--- src/rtl/tt_pkg.sv ---
// Shared types and constants for the truth-table sweeper.
package tt_pkg;

  localparam int N_INPUTS  = 3;
  localparam int N_VECTORS = 8;

  typedef logic [N_VECTORS-1:0] truth_table_t;
  typedef logic [N_INPUTS-1:0]  vec_t;

  typedef enum logic [1:0] {
    IDLE   = 2'd0,
    SETTLE = 2'd1,
    SAMPLE = 2'd2,
    DONE   = 2'd3
  } state_e;

  localparam vec_t FIRST_VEC = 3'd0;
  localparam vec_t LAST_VEC  = 3'd7;

  // Return table t with the entry for vector idx replaced by v.
  function automatic truth_table_t tt_set_entry(input truth_table_t t,
                                                input vec_t         idx,
                                                input logic         v);
    truth_table_t r;
    r      = t;
    r[idx] = v;
    return r;
  endfunction

  // Bitwise difference between an observed and an expected table.
  function automatic truth_table_t tt_diff(input truth_table_t obs,
                                           input truth_table_t exp);
    return obs ^ exp;
  endfunction

endpackage

--- src/rtl/tt_settle_counter.sv ---
// Settle-time counter: counts up while enabled, saturates at
// SETTLE_CYCLES-1 and flags terminal count; clear has priority.
module tt_settle_counter #(
  parameter int SETTLE_CYCLES = 4,
  parameter int CNT_W         = 8
) (
  input  logic clk,
  input  logic rst_n,
  input  logic clr_i,
  input  logic en_i,
  output logic tc_o
);

  localparam logic [CNT_W-1:0] CNT_LAST = CNT_W'(SETTLE_CYCLES - 1);
  localparam logic [CNT_W-1:0] CNT_ZERO = {CNT_W{1'b0}};
  localparam logic [CNT_W-1:0] CNT_ONE  = CNT_W'(1);

  logic [CNT_W-1:0] cnt_q;
  logic [CNT_W-1:0] cnt_d;

  // Next count: clear wins, otherwise step until the terminal value.
  always_comb begin
    cnt_d = cnt_q;
    if (clr_i) begin
      cnt_d = CNT_ZERO;
    end else if (en_i && (cnt_q != CNT_LAST)) begin
      cnt_d = cnt_q + CNT_ONE;
    end else begin
      cnt_d = cnt_q;
    end
  end

  // Count register with asynchronous reset.
  always_ff @(posedge clk or negedge rst_n) begin
    if (!rst_n) begin
      cnt_q <= CNT_ZERO;
    end else begin
      cnt_q <= cnt_d;
    end
  end

  assign tc_o = (cnt_q == CNT_LAST);

endmodule

--- src/rtl/truth_table_sweeper.sv ---
// Drives all eight input vectors of a 3-input gate, samples the gate
// output after a settle time and compares the captured truth table
// against an expected code latched at start.
module truth_table_sweeper
  import tt_pkg::*;
#(
  parameter int SETTLE_CYCLES = 4,
  parameter int CNT_W         = 8
) (
  input  logic       clk,
  input  logic       rst_n,
  input  logic       start,
  input  logic       abort,
  input  logic [7:0] expected,
  input  logic       dut_out,
  output logic [2:0] dut_in,
  output logic       busy,
  output logic       done,
  output logic       pass,
  output logic [7:0] observed,
  output logic [7:0] mismatch
);

  state_e       state_q;
  vec_t         idx_q;
  vec_t         dut_in_q;
  logic         busy_q;
  logic         done_q;
  logic         pass_q;
  truth_table_t obs_q;
  truth_table_t mism_q;
  truth_table_t exp_q;

  truth_table_t obs_d;
  vec_t         idx_inc_s;
  logic         cnt_clr_s;
  logic         cnt_en_s;
  logic         cnt_tc_s;

  // Settle counter only runs in SETTLE; anywhere else it is held at zero
  // so each new vector starts from a fresh count.
  always_comb begin
    cnt_en_s  = 1'b0;
    cnt_clr_s = 1'b1;
    if ((state_q == SETTLE) && !abort) begin
      cnt_en_s  = 1'b1;
      cnt_clr_s = 1'b0;
    end else begin
      cnt_en_s  = 1'b0;
      cnt_clr_s = 1'b1;
    end
  end

  tt_settle_counter #(
    .SETTLE_CYCLES (SETTLE_CYCLES),
    .CNT_W         (CNT_W)
  ) u_settle_counter (
    .clk   (clk),
    .rst_n (rst_n),
    .clr_i (cnt_clr_s),
    .en_i  (cnt_en_s),
    .tc_o  (cnt_tc_s)
  );

  // Observed table including the bit being sampled this cycle, so the
  // final comparison on entry to DONE already sees vector 7.
  always_comb begin
    obs_d     = tt_set_entry(obs_q, idx_q, dut_out);
    idx_inc_s = idx_q + 3'd1;
  end

  // Sweep FSM with all outputs registered; abort overrides everything.
  always_ff @(posedge clk or negedge rst_n) begin
    if (!rst_n) begin
      state_q  <= IDLE;
      idx_q    <= FIRST_VEC;
      dut_in_q <= FIRST_VEC;
      busy_q   <= 1'b0;
      done_q   <= 1'b0;
      pass_q   <= 1'b0;
      obs_q    <= 8'h00;
      mism_q   <= 8'h00;
      exp_q    <= 8'h00;
    end else begin
      done_q <= 1'b0;
      if (abort) begin
        state_q  <= IDLE;
        idx_q    <= FIRST_VEC;
        dut_in_q <= FIRST_VEC;
        busy_q   <= 1'b0;
        pass_q   <= 1'b0;
        mism_q   <= 8'h00;
      end else begin
        case (state_q)
          IDLE, DONE: begin
            if (start) begin
              exp_q    <= expected;
              obs_q    <= 8'h00;
              idx_q    <= FIRST_VEC;
              dut_in_q <= FIRST_VEC;
              busy_q   <= 1'b1;
              pass_q   <= 1'b0;
              mism_q   <= 8'h00;
              state_q  <= SETTLE;
            end else begin
              state_q <= state_q;
            end
          end
          SETTLE: begin
            if (cnt_tc_s) begin
              state_q <= SAMPLE;
            end else begin
              state_q <= SETTLE;
            end
          end
          SAMPLE: begin
            obs_q <= obs_d;
            if (idx_q == LAST_VEC) begin
              state_q <= DONE;
              done_q  <= 1'b1;
              busy_q  <= 1'b0;
              pass_q  <= (obs_d == exp_q);
              mism_q  <= tt_diff(obs_d, exp_q);
            end else begin
              idx_q    <= idx_inc_s;
              dut_in_q <= idx_inc_s;
              state_q  <= SETTLE;
            end
          end
          default: begin
            state_q  <= IDLE;
            idx_q    <= FIRST_VEC;
            dut_in_q <= FIRST_VEC;
            busy_q   <= 1'b0;
          end
        endcase
      end
    end
  end

  assign dut_in   = dut_in_q;
  assign busy     = busy_q;
  assign done     = done_q;
  assign pass     = pass_q;
  assign observed = obs_q;
  assign mismatch = mism_q;

endmodule

--- config.mk ---
export PLATFORM = sky130hd
export DESIGN_NAME = truth_table_sweeper
export DESIGN_NICKNAME = d
export VERILOG_FILES = /design/src/rtl/tt_pkg.sv /design/src/rtl/tt_settle_counter.sv /design/src/rtl/truth_table_sweeper.sv
export SDC_FILE = /design/constraint.sdc
export NUM_CORES = 1
export LEC_CHECK = 0
export ABC_AREA = 1
export CAP_MARGIN = 20
export CELL_PAD_IN_SITES_DETAIL_PLACEMENT = 0
export CELL_PAD_IN_SITES_GLOBAL_PLACEMENT = 1
export CORE_AREA = 2 2 76 78
export CTS_CLUSTER_SIZE = 10
export DETAILED_ROUTE_END_ITERATION = 7
export DIE_AREA = 0 0 78 80
export PLACE_DENSITY_LB_ADDON = 0.2
export SLEW_MARGIN = 20
export SYNTH_ARGS = -nofsm -noshare
export SYNTH_HDL_FRONTEND = slang
export SYNTH_SLANG_ARGS = --single-unit
--- constraint.sdc ---
create_clock -name clk -period 2.1 [get_ports clk]
set_clock_uncertainty 0.2 [all_clocks]
set_input_delay 0.42 -clock clk [delete_from_list [all_inputs] [get_ports clk]]
set_output_delay 0.42 -clock clk [all_outputs]
set_load 0.005 [all_outputs]
==> reports/results.txt <==
The routed layout has 1,856 vias. The power per cell area is 591.5 mW/mm^2. The run gives 0 as the DRC violation count after routing. The total count of max-transition violations in the final report came out at 0.

Kind of cell adding the most delay to the critical path: buffers and inverters. The row count came out at 27. The run finished with clean final reports.

The run gives 0 as the count of final hold-check violations. Clock-pin slew was measured on the worst setup and hold paths at 0.08 ns. TritonCTS built the clock tree.

The run gives 1.38 ns as the critical path arrival. The number of detailed-route iterations in the first pass is 4, and the number of input and output port buffers inserted is 34. Pin count of the biggest net entering global routing: 23. Area of the placeable core: 0.005405 mm^2.

Antenna diode count: 0. Counting flops with a built-in enable in the synthesized netlist gives 0. The relative area change from synthesis to final layout was 29.65%. The first routing iteration left 147 violations. The number of global-route vias before repair is 1,708, and the register bit count reported by yosys is 40.

The reported max-cap violation count came out at 0. The initial antenna violation count came out at 0. The congestion estimate from routability-driven global placement came to 0.7683. The clock latency at the later pin of the worst-skew pair is 0.29 ns, and the die area is 0.006240 mm^2. After synthesis, the cell types taking the most area are sky130_fd_sc_hd__dfrtp_1, sky130_fd_sc_hd__nand2_1, sky130_fd_sc_hd__nand3_1. Traced cell by cell, the critical path runs through clkdlybuf4s50_1. Pin placement for this block handled 35 I/O pins. In the final routed layout, each cell accounts on average for 12.99 um. STA classifies the critical path startpoint as a flip-flop. The starting density of the core is 0.3810, and the number of levels in the clock H-tree is 2.

The longest clock path from root to sink contains 2 buffers. The run gives 0.4860 as the sequential cell area fraction in the yosys report. The type of the tightest min-delay check was flip-flop to flip-flop.

STA puts the critical path data required time at 1.48 ns. Synthesis handed over a netlist of 252 instances. The netlist area before placement was 0.002059 mm^2; the die width was 78 um.

The worst-case vdd ir drop is 0.0003538 V, and the relative slew slack is 0.6834. Buffers plus inverters on the worst setup path: 1. At the pin with the least slew margin, the transition time is 0.4750 ns. The most numerous cell in the Yosys netlist is sky130_fd_sc_hd__nand2_1. After detailed routing, the number of vias per cell comes to 4.936. The top fanout value on the critical path was 8; the post-synthesis average cell area was 8.173 um^2. The worst path needs 1.997 ns of the cycle, external delays included. Derived from the worst setup path, the maximum achievable clock frequency is 0.5007 GHz.

Setup violations remaining at the end of the flow were counted as 0. The worst setup path is of the flip-flop to output pin kind. Share of flip-flops with an asynchronous set or reset after synthesis: 1.000. Endpoint class of the critical path: an output pin.

Largest incremental delay on the critical path: 0.57 ns. The run gives 4.884 mm as the total length of routed wires. Clock tree synthesis selected as its root buffer the cell sky130_fd_sc_hd__clkbuf_8.

Critical-path cell with the highest stage delay: sky130_fd_sc_hd__clkdlybuf4s50_1. The most used flip-flop cell after synthesis is sky130_fd_sc_hd__dfrtp_1. The share of the synthesized area in the top cell type works out to 0.4860. The synthesized design spends more area on one cell type than any other, namely sky130_fd_sc_hd__dfrtp_1. Ratio of cells with drive above 1 in the final layout: 0.1184. The number of clock sinks was 40; the number of buffers inserted during clock tree synthesis was 5. The net count of the finished layout is 322. The sequential cells in the finished layout cover a total of 0.001001 mm^2. Post-CTS resize count: 0. Setup repair after global routing left no endpoint under its margin. The number of buffers added to fix hold violations after cts is 1. The layout has 545 filler cells. For the total routing resource utilization after global routing, the log shows 0.1760. The total global routing overflow is 0, and the number of nets with antenna violations after routing is 0.

The total leakage power is 1.229 nW, and the number of buffers inserted by post-CTS setup repair is 0. The Yosys step of the flow raised 0 warnings. The multi-input combinational cells in the finished layout cover a total of 903.4 um^2. The global-route wire length before repair is 8.528 mm, and the final critical-path share of the clock period is 0.9511. The number of nets in the synthesized netlist was 270; the total negative slack was 0 ns.

The tools report the final HPWL from detailed placement as 3.718 mm. For the final core utilization, the log shows 0.4940. The commonest cells after synthesis are sky130_fd_sc_hd__nand2_1, sky130_fd_sc_hd__dfrtp_1, sky130_fd_sc_hd__inv_1. Counting distinct cell types in the post-synthesis netlist gives 25.

Measured along the y axis, the die boundary spans 80 um.
==> stage by stage <==
step | area [um^2] | setup WS, ns | hold slack (ns) | power [mW] | instances
after floorplan | 2059 | 0.4280 | -0.07559 | 1.000 | 252
after global placement | 2582 | 0.1099 | 0.2034 | 1.113 | 368
after detailed placement | 2582 | 0.09355 | 0.2123 | 1.113 | 368
after CTS | 2670 | 0.09975 | 0.2920 | 1.604 | 376
after global routing | 2670 | 0.04822 | 0.3173 | 1.679 | 376
final | 2670 | 0.1027 | 0.2897 | 1.579 | 376
==> sequential cells by signal (all words and copies together), names as in the netlist <==
signal and count:
busy 1, done 1, dut_in 3, exp_q 8
mismatch 8, observed 8, pass 1, state_q 2
u_settle_counter.cnt_q 8
==> logic make-up after synthesis <==
family	Yosys count	synth area share
AOI/OAI and AO/OA	38	0.1027
adders and majority gates	5	0.03038
buffers and inverters	38	0.07533
DFF	40	0.4860
muxes	3	0.01640
and+or+nand+nor	128	0.2892
==> final cells by class <==
type,count,area share
flip-flops and latches,40,0.3749
multi-input cells,174,0.3383
repair buffers,51,0.1790
inverters,32,0.04499
well taps,72,0.03374
clock buffers,6,0.02718
clock inverters,1,0.001874
==> path summary, 6_finish.rpt <==
kind / slack [ns] / to / cells past startpoint / start
min: 0.29 / mismatch[5]$_DFFE_PN0P_ / 2 / mismatch[5]$_DFFE_PN0P_
max: 0.10 / dut_in[2] / 1 / dut_in[2]$_DFFE_PN0P_
min reg2reg: 0.29 / mismatch[5]$_DFFE_PN0P_ / 2 / mismatch[5]$_DFFE_PN0P_
max reg2reg: 0.30 / mismatch[1]$_DFFE_PN0P_ / 8 / state_q[1]$_DFFE_PN0P_
max in group asynchronous: 0.81 / mismatch[1]$_DFFE_PN0P_ / 3 / rst_n
min in group asynchronous: 0.42 / exp_q[7]$_DFFE_PN0P_ / 2 / rst_n
==> where the power goes <==
group	internal [mW]	total, mW	switching (mW)	leakage [nW]
Sequential	0.813	0.838	0.0250	0.533
Clock	0.226	0.484	0.258	0.0410
Combinational	0.108	0.256	0.148	0.655
Total	1.15	1.58	0.432	1.23
==> layout by cell type (no fill, tap or decap), types with 10 or more instances in the layout <==
cell type | synthesis | layout
sky130_fd_sc_hd__a21oi_1 | 10 | 10
sky130_fd_sc_hd__inv_1 | 28 | 28
sky130_fd_sc_hd__dfrtp_1 | 40 | 40
sky130_fd_sc_hd__nand4_1 | 11 | 11
sky130_fd_sc_hd__o21ai_0 | 19 | 19
sky130_fd_sc_hd__nand3_1 | 27 | 27
sky130_fd_sc_hd__nand2_1 | 54 | 54
sky130_fd_sc_hd__clkdlybuf4s50_1 | 0 | 33
sky130_fd_sc_hd__buf_4 | 2 | 15
sky130_fd_sc_hd__nor2_1 | 21 | 21
==> routing by layer <==
metal / vias to the layer above / routed length (um) / track usage
met3: 5 / 208 / 0.03167
met2: 41 / 2117 / 0.2621
li1: 944 / - / -
met5: - / 0 / 0
met4: 0 / 53 / 0.05263
met1: 866 / 2506 / 0.2602
==> worst min-delay path: cells and delay by family, from the launching register on <==
family,cells,cell delay (ns)
AO/OA/AOI/OAI,1,0.06
flip-flops,1,0.35
AND/OR/NAND/NOR,1,0.05
No activity file was read; power rests on OpenSTA's default activity.
